<file path="config.mk">
export PLATFORM = sky130hd
export DESIGN_NAME = instruction_loader
export DESIGN_NICKNAME = d
export VERILOG_FILES = /design/src/rtl/rv_sim_pkg.sv /design/src/rtl/instruction_loader.sv
export SDC_FILE = /design/constraint.sdc
export NUM_CORES = 1
export LEC_CHECK = 0
export ABC_AREA = 1
export CAP_MARGIN = 20
export CELL_PAD_IN_SITES_DETAIL_PLACEMENT = 1
export CELL_PAD_IN_SITES_GLOBAL_PLACEMENT = 1
export CORE_UTILIZATION = 37
export CTS_CLUSTER_DIAMETER = 60
export CTS_CLUSTER_SIZE = 24
export DETAILED_ROUTE_END_ITERATION = 6
export PLACE_DENSITY_LB_ADDON = 0.1
export SYNTH_ARGS = -nofsm -noshare
export SYNTH_HDL_FRONTEND = slang
export SYNTH_SLANG_ARGS = --single-unit
</file>
<file path="constraint.sdc">
create_clock -name clk_i -period 1.8 [get_ports clk_i]
set_clock_uncertainty 0.05 [all_clocks]
set_input_delay 0.45 -clock clk_i [delete_from_list [all_inputs] [get_ports clk_i]]
set_output_delay 0.45 -clock clk_i [all_outputs]
set_load 0.01 [all_outputs]
</file>
<file path="src/rtl/rv_sim_pkg.sv">
// Shared simulator definitions: byte/instruction sizing, loader states and
// the MSB-first byte selector used by the instruction loader.
package rv_sim_pkg;

  localparam int unsigned BYTE_SIZE   = 8;
  localparam logic [31:0] NOP         = 32'b0;
  localparam int unsigned INSTR_BYTES = 4;

  typedef enum logic [2:0] {
    IDLE   = 3'd0,
    ACCEPT = 3'd1,
    WRITE  = 3'd2,
    DONE   = 3'd3,
    ERROR  = 3'd4
  } loader_state_e;

  // Byte idx of a word in fetch order: idx 0 is bits 31:24.
  function automatic logic [BYTE_SIZE-1:0] instr_byte(input logic [31:0] word,
                                                      input logic [1:0]  idx);
    case (idx)
      2'd0:    return word[31:24];
      2'd1:    return word[23:16];
      2'd2:    return word[15:8];
      2'd3:    return word[7:0];
      default: return word[7:0];
    endcase
  endfunction

endpackage

</file>
<file path="src/rtl/instruction_loader.sv">
// Streams 32-bit instruction words into byte-wide instruction memory,
// MSB first at ascending addresses, with overflow detection and completion.
module instruction_loader
  import rv_sim_pkg::*;
#(
  parameter int unsigned PC_SIZE    = 32,
  parameter int unsigned INSTR_SIZE = 32,
  parameter int unsigned MAX_LINES  = 4096
) (
  input  logic                  clk_i,
  input  logic                  rst_ni,
  input  logic                  start_i,
  input  logic                  valid_i,
  input  logic [INSTR_SIZE-1:0] data_i,
  input  logic                  last_i,
  output logic                  ready_o,
  output logic                  mem_we_o,
  output logic [PC_SIZE-1:0]    mem_addr_o,
  output logic [BYTE_SIZE-1:0]  mem_wdata_o,
  output logic [PC_SIZE-1:0]    count_o,
  output logic                  done_o,
  output logic                  err_o
);

  // Highest base address at which a whole word still fits.
  localparam logic [PC_SIZE-1:0] LAST_BASE = PC_SIZE'(MAX_LINES - INSTR_BYTES);
  localparam logic [PC_SIZE-1:0] ONE       = PC_SIZE'(1);

  loader_state_e         state_q, state_d;
  logic [PC_SIZE-1:0]    addr_q, addr_d;
  logic [PC_SIZE-1:0]    count_q, count_d;
  logic [1:0]            idx_q, idx_d;
  logic [INSTR_SIZE-1:0] word_q, word_d;
  logic                  last_q, last_d;
  logic                  room_s;

  assign room_s  = (addr_q <= LAST_BASE);
  assign count_o = count_q;

  always_ff @(posedge clk_i) begin
    if (!rst_ni) begin
      state_q <= IDLE;
      addr_q  <= '0;
      count_q <= '0;
      idx_q   <= 2'd0;
      word_q  <= '0;
      last_q  <= 1'b0;
    end else begin
      state_q <= state_d;
      addr_q  <= addr_d;
      count_q <= count_d;
      idx_q   <= idx_d;
      word_q  <= word_d;
      last_q  <= last_d;
    end
  end

  always_comb begin
    state_d     = state_q;
    addr_d      = addr_q;
    count_d     = count_q;
    idx_d       = idx_q;
    word_d      = word_q;
    last_d      = last_q;
    ready_o     = 1'b0;
    mem_we_o    = 1'b0;
    mem_addr_o  = '0;
    mem_wdata_o = '0;
    done_o      = 1'b0;
    err_o       = 1'b0;

    case (state_q)
      IDLE, DONE, ERROR: begin
        done_o = (state_q == DONE);
        err_o  = (state_q == ERROR);
        if (start_i) begin
          state_d = ACCEPT;
          addr_d  = '0;
          count_d = '0;
          idx_d   = 2'd0;
        end else begin
          state_d = state_q;
        end
      end
      ACCEPT: begin
        ready_o = room_s;
        if (valid_i && room_s) begin
          word_d  = data_i;
          last_d  = last_i;
          idx_d   = 2'd0;
          state_d = WRITE;
        end else if (valid_i) begin
          // Word left unconsumed; the source sees ready_o low.
          state_d = ERROR;
        end else begin
          state_d = ACCEPT;
        end
      end
      WRITE: begin
        mem_we_o    = 1'b1;
        mem_addr_o  = addr_q;
        mem_wdata_o = instr_byte(word_q, idx_q);
        addr_d      = addr_q + ONE;
        count_d     = count_q + ONE;
        idx_d       = idx_q + 2'd1;
        if (idx_q == 2'd3) begin
          state_d = last_q ? DONE : ACCEPT;
        end else begin
          state_d = WRITE;
        end
      end
      default: begin
        state_d = IDLE;
      end
    endcase
  end

endmodule

</file>
==> impl_metrics.tcl, run 1 <==
set metrics [dict create \
    post-route-period-util 1.211 \
    setup_ws_ps -379.9 \
    endpoint "mem_wdata_o[2]" \
    violations "negative setup slack" \
    synth_top_area_frac 0.3344 \
    ys_async_sr_fraction 0 \
    htreeDepth 3 \
    yosysSeqAreaShare 0.3344 \
    crit_fanout 8 \
    yosysUniqueCellTypes 40 \
    final-hold-violation-count 0 \
    synth_largest_area_cell "dfxtp_1" \
    netlist_area_um2 6107 \
    post_synth.cell_area_avg_um2 6.415 \
    switching_share 0.2931 \
    cp-end-kind "output port" \
    cts_tree "built" \
    gp_congestion 0.8706 \
    cap_violations 0 \
    root_buffer "clkbuf_16" \
    p_per_area_nw_per_um2 658.6 \
    critPathKind "reg -> out" \
    status "finished, violations left" \
    io_buffers 112 \
    max_slew_margin 0.7514 \
    die-area_um2 17020 \
    clk_pin_slew_ps 80 \
    hold_buffers 0 \
    first_iter_violations 432 \
    avgRoutedWirePerCell_um 19.13 \
    cp_cell_sequence "inv_2, ha_2, buf_4, a21oi_1, a31oi_2, buf_2" \
    tightest_slew_ps 370.1 \
    reg2reg_setup_slack_ps -80 \
    core_area_um2 16000 \
    slowest_delay_ps 350 \
    layout.nets 1230 \
    track_usage 0.2760 \
    routed-via-count 7538 \
    path_buf_inv 3 \
    wl_mm 26.92 \
    p_clk_frac 0.382 \
    synth-edff-count 0 \
    cp_slowest_cell "dfxtp_2" \
    hold_ws_ps 444.0 \
    rsz0062_at_grt "true" \
    ys_seq_elements 102 \
    synth_most_common_cell "nand2_1" \
    p_sw_uw 1835 \
    synth_ff_type "dfxtp_1" \
    syn_nets 996 \
    remaining_drc_errors 0 \
    grt-ovfl-total 0 \
    ys_top_cells_by_area "dfxtp_1 33%, nand2_1 14%, a21oi_1 7.9%" \
    firstDrtPassIters 7 \
    insertion_delay_ps 360 \
    p_leak_uw 0.004052 \
    r2r_cells 10 \
    sequentialPowerShare 0.386 \
    clock_path_buffers 2 \
    cp_data_required_time_ps 1300 \
    drtAntennaViolNets 0 \
    dpl.hpwl_mm 17.18 \
    io_pins 113 \
    synth_commonest_cells "226 x nand2_1, 118 x inv_1, 114 x nor2_1" \
    drive_above_1_share 0.3081 \
    timing.final.crit_period_ps 2180 \
    grt_pass1_wl_mm 36.20 \
    critPathArrivalTime_ps 1680 \
    fp.dieW_um 130.5 \
    fmax_mhz 458.7 \
    intPower_uw 4427 \
    ys_warn_count 0 \
    hold_class "reg -> reg" \
    grt_pass1_vias 7164 \
    cts.sinks 102 \
    areaGrowthSynthToFinish_pct 55.69 \
    antenna_found_initial 0 \
    setup_viol 58 \
    start_kind "flip-flop" \
    syn_inst 952 \
    crit_start "idx_q[0]$_SDFFE_PN0P_" \
    start_util 0.3817 \
    vdd_drop_max_mv 0.5203 \
    cts_buffers 9 \
    slew_violations 0 \
    r2r-end "count_o[6]$_SDFFE_PN0P_" \
    crit_family "buffers and inverters" \
    pre_cts_ws_ps -460.6 \
    rows 46 \
    fill_cells 2093 \
    grt_max_degree 67 \
    timing.rr.start "state_q[1]$_SDFFE_PN0P_" \
    p_comb_frac 0.232 \
    die-height_um 130.5 \
    diodes 0 \
    vias_per_cell 5.357 \
    cp_num_cells 6 \
]
[flip-flops by register name, indices dropped and copies added, names as in the netlist]
name	count
last_q	1
addr_q	32
idx_q	2
word_q	32
count_o	32
state_q	3
[cell usage in the layout, fill, tap and decap left out, types with 31 or more instances in the layout]
cell type and n:
nand3_1 63, inv_1 110, dfxtp_1 77, a21oi_1 93, buf_4 116, clkdlybuf4s50_1 36, nor2_1 75, o21a_1 34
nand2_1 219, nor2_4 31, buf_6 34
[worst min-delay path by stage]
stage / from / end / slack (ps) / cells after the start
2_1_floorplan: addr_q[30]$_SDFFE_PN0P_ / addr_q[30]$_SDFFE_PN0P_ / 410 / 2
6_report: count_o[4]$_SDFFE_PN0P_ / count_o[4]$_SDFFE_PN0P_ / 440 / 2
3_3_place_gp: count_o[10]$_SDFFE_PN0P_ / count_o[10]$_SDFFE_PN0P_ / 430 / 2
3_5_place_dp: count_o[10]$_SDFFE_PN0P_ / count_o[10]$_SDFFE_PN0P_ / 440 / 2
4_1_cts: count_o[10]$_SDFFE_PN0P_ / count_o[10]$_SDFFE_PN0P_ / 440 / 2
5_1_grt: count_o[13]$_SDFFE_PN0P_ / count_o[13]$_SDFFE_PN0P_ / 470 / 1
[cell type report]
cell class              count  area, µm²  share of cell area
clock buffers              10      239.0             0.02513
clock inverters             6      115.1             0.01211
inverters                 127      494.2             0.05198
multi-input cells         686       3842              0.4041
flip-flops and latches    102       2073              0.2181
well taps                 216      270.3             0.02842
repair buffers            259       2462              0.2590
repair inverters            1      11.26            0.001184
[stage by stage]
stage	util	TNS [ps]	cell area (µm²)	total power, µW	cells
2_1_floorplan	-	0	6113	2992	952
3_3_place_gp	0.5209	-18020	8334	3480	1363
3_5_place_dp	0.5209	-20990	8334	3511	1363
4_1_cts	0.5468	-9863	8748	5939	1386
5_1_grt	0.5942	-15210	9508	6462	1407
6_report	0.5942	-13150	9508	6262	1407
[layer usage]
layer	share of wire	vias up	global-route usage
li1	-	3550	-
met1	0.42	3709	0.3495
met2	0.50	217	0.4784
met3	0.045	62	0.04723
met4	0.033	0	0.08384
met5	0	-	0
[power by group through the flow]
stage / Sequential [µW] / Clock, µW / Combinational (µW)
2_1_floorplan: 2440 / 0 / 551
3_3_place_gp: 2450 / 0 / 1030
3_5_place_dp: 2460 / 0 / 1050
4_1_cts: 2410 / 2400 / 1130
5_1_grt: 2430 / 2500 / 1540
6_report: 2420 / 2390 / 1450
[repair_timing]
| item | 4_1_cts | 5_1_grt |
|---|---|---|
| pin swaps | 5 | 30 |
| setup endpoints to repair | 78 | 138 |
| buffers inserted | 7 | 16 |
| gates resized for setup | 283 | 128 |
| cloned | 1 | 7 |
[kinds of logic (layout without fill, tap and decap cells)]
group	after synthesis	in the layout	synth area share
AOI/OAI and AO/OA	190	190	0.1782
xor gates and xnor gates	1	1	0.001434
adders and majority gates	7	7	0.01434
buffers and inverters	164	403	0.1102
DFF	102	102	0.3344
and+or+nand+nor	488	488	0.3614
[worst min-delay path: stages, from the launching register on]
cell	delay, ps
dfxtp_2	340
nand2_1	60
a21oi_1	50
Note: power is estimated with default switching activity, not from simulation.
==> run 2, diff against run 1 <==
--- a/config.mk
+++ b/config.mk
@@ -6,6 +6,7 @@
 export NUM_CORES = 1
 export LEC_CHECK = 0
 export ABC_AREA = 1
+export ABC_CLOCK_PERIOD_IN_PS = 1800
 export CAP_MARGIN = 20
 export CELL_PAD_IN_SITES_DETAIL_PLACEMENT = 1
 export CELL_PAD_IN_SITES_GLOBAL_PLACEMENT = 1
==> results of run 2 <==
No change in the layout: final DEF, timing and power equal those of run 1.
==> run 3, diff against run 2 <==
--- a/config.mk
+++ b/config.mk
@@ -14,7 +14,7 @@
 export CTS_CLUSTER_DIAMETER = 60
 export CTS_CLUSTER_SIZE = 24
 export DETAILED_ROUTE_END_ITERATION = 6
-export PLACE_DENSITY_LB_ADDON = 0.1
+export PLACE_DENSITY = 0.87
 export SYNTH_ARGS = -nofsm -noshare
 export SYNTH_HDL_FRONTEND = slang
 export SYNTH_SLANG_ARGS = --single-unit
==> run 3 against run 2 <==
  * Critical path type is now reg -> reg
  * Power grew 9.4%
  * Sequential share of layout area is 2.1 points lower
  * Critical path depth up 5
  * The run still ends with negative setup slack left
  * Largest power group unchanged
  * Core utilization grew 7.0 points
==> impl_metrics.tcl, run 3 (synthesized netlist as in run 1, its figures left out) <==
set metrics [dict create \
    timing.final.crit_period_ps 2611 \
    avgRoutedWirePerCell_um 29.00 \
    final-hold-violation-count 0 \
    slew_violations 0 \
    io_buffers 112 \
    firstDrtPassIters 6 \
    antenna_found_initial 1 \
    cts.sinks 102 \
    clk_pin_slew_ps 80 \
    root_buffer "clkbuf_16" \
    switching_share 0.3553 \
    layout_common_cells "200 x nand2_1, 122 x buf_4, 106 x inv_1" \
    rows 46 \
    grt_pass1_vias 8296 \
    fill_cells 1954 \
    dpl.hpwl_mm 17.39 \
    p_per_area_nw_per_um2 644.8 \
    cap_violations 0 \
    first_iter_violations 1009 \
    p_clk_frac 0.324 \
    vias_per_cell 6.286 \
    tightest_slew_ps 529.4 \
    critPathArrivalTime_ps 2850 \
    hold_ws_ps 464.9 \
    grt-ovfl-total 0 \
    htreeDepth 3 \
    max_slew_margin 0.6460 \
    layout.nets 1264 \
    die-height_um 130.5 \
    wl_mm 41.76 \
    p_leak_uw 0.004342 \
    drive_above_1_share 0.4175 \
    remaining_drc_errors 0 \
    fp.dieW_um 130.5 \
    core_area_um2 16000 \
    vdd_drop_max_mv 1.269 \
    cts_tree "built" \
    cts_buffers 9 \
    track_usage 0.3436 \
    start_kind "flip-flop" \
    grt_max_degree 44 \
    setup_viol 142 \
    clock_path_buffers 2 \
    p_comb_frac 0.318 \
    io_pins 113 \
    critPathKind "reg -> reg" \
    cp_data_required_time_ps 2040 \
    setup_ws_ps -811.4 \
    gp_congestion 0.8792 \
    drtAntennaViolNets 0 \
    intPower_uw 4416 \
    start_util 0.3817 \
    routed-via-count 9052 \
    crit_fanout 5 \
    insertion_delay_ps 400 \
    hold_class "reg -> reg" \
    final_common_cell "nand2_1" \
    violations "negative setup slack" \
    rsz0062_at_grt "true" \
    post-route-period-util 1.451 \
    p_sw_uw 2434 \
    areaGrowthSynthToFinish_pct 73.96 \
    cp-end-kind "flip-flop" \
    sequentialPowerShare 0.358 \
    die-area_um2 17020 \
    grt_pass1_wl_mm 44.13 \
    hold_buffers 0 \
    diodes 0 \
    status "finished, violations left" \
    fmax_mhz 382.9 \
    pre_cts_ws_ps -407.4 \
]
run 3: layout make-up:
| type | instances | area, µm² | area share |
|---|---|---|---|
| Clock buffer | 10 | 229.0 | 0.02155 |
| Clock inverter | 5 | 60.06 | 0.005653 |
| Inverter | 127 | 503.0 | 0.04734 |
| Multi-Input combinational cell | 686 | 4478 | 0.4215 |
| Sequential cell | 102 | 2093 | 0.1970 |
| Tap cell | 216 | 270.3 | 0.02544 |
| Timing Repair Buffer | 293 | 2979 | 0.2804 |
| Timing Repair inverter | 1 | 11.26 | 0.001060 |
run 3: final timing paths:
check                                               from                       end  slack [ps]  depth (start not counted)
worst max-delay path             addr_q[23]$_SDFFE_PN0P_     idx_q[1]$_SDFFE_PN0P_        -810                         11
worst min-delay path            count_o[10]$_SDFFE_PN0P_  count_o[10]$_SDFFE_PN0P_         460                          2
worst max register to register   addr_q[23]$_SDFFE_PN0P_     idx_q[1]$_SDFFE_PN0P_        -810                         11
worst min register to register  count_o[10]$_SDFFE_PN0P_  count_o[10]$_SDFFE_PN0P_         460                          2
run 3: per-layer routing:
layer	routed length, µm	part of all wire	vias to the layer above	track usage
met3	4635	0.11	315	0.06881
li1	-	-	3628	-
met4	3739	0.090	2	0.2076
met1	14300	0.34	4370	0.3669
met2	19080	0.46	737	0.6252
met5	9	0.00022	-	0
run 3: per-stage QoR:
| step | setup TNS (ps) | instance area, µm² | power, µW | util | instances |
|---|---|---|---|---|---|
| finish | -50610 | 10620 | 6850 | 0.6640 | 1440 |
| global route | -53070 | 10620 | 6956 | 0.6640 | 1440 |
| CTS | -9870 | 9121 | 5913 | 0.5701 | 1392 |
| detailed placement | -19960 | 8267 | 3485 | 0.5167 | 1359 |
| global placement | -14550 | 8267 | 3440 | 0.5167 | 1359 |
| floorplan | 0 | 6113 | 2992 | - | 952 |
run 3: timing repair:
action / CTS / global route
setup endpoints to repair: 114 / 134
setup buffers: 13 / 41
gates cloned: 5 / 12
resized for setup: 355 / 256
pin swaps: 19 / 67
hold endpoints to repair: 0 / 0
run 3: power groups by stage:
stage	clock network (µW)	logic [µW]	registers, µW
floorplan	0	551	2440
global placement	0	987	2450
detailed placement	0	1030	2460
CTS	2060	1430	2420
global route	2300	2210	2450
finish	2220	2180	2450
run 3: critical path, stage by stage (launching register included):
cell and delay, ps:
dfxtp_1 350, nor2_1 150, nand4_1 450, nor2_4 350
buf_4 160, buf_6 90, buf_6 100, nand3_4 140
buf_12 200, nand2_4 70, a21oi_1 130, nor2_1 270
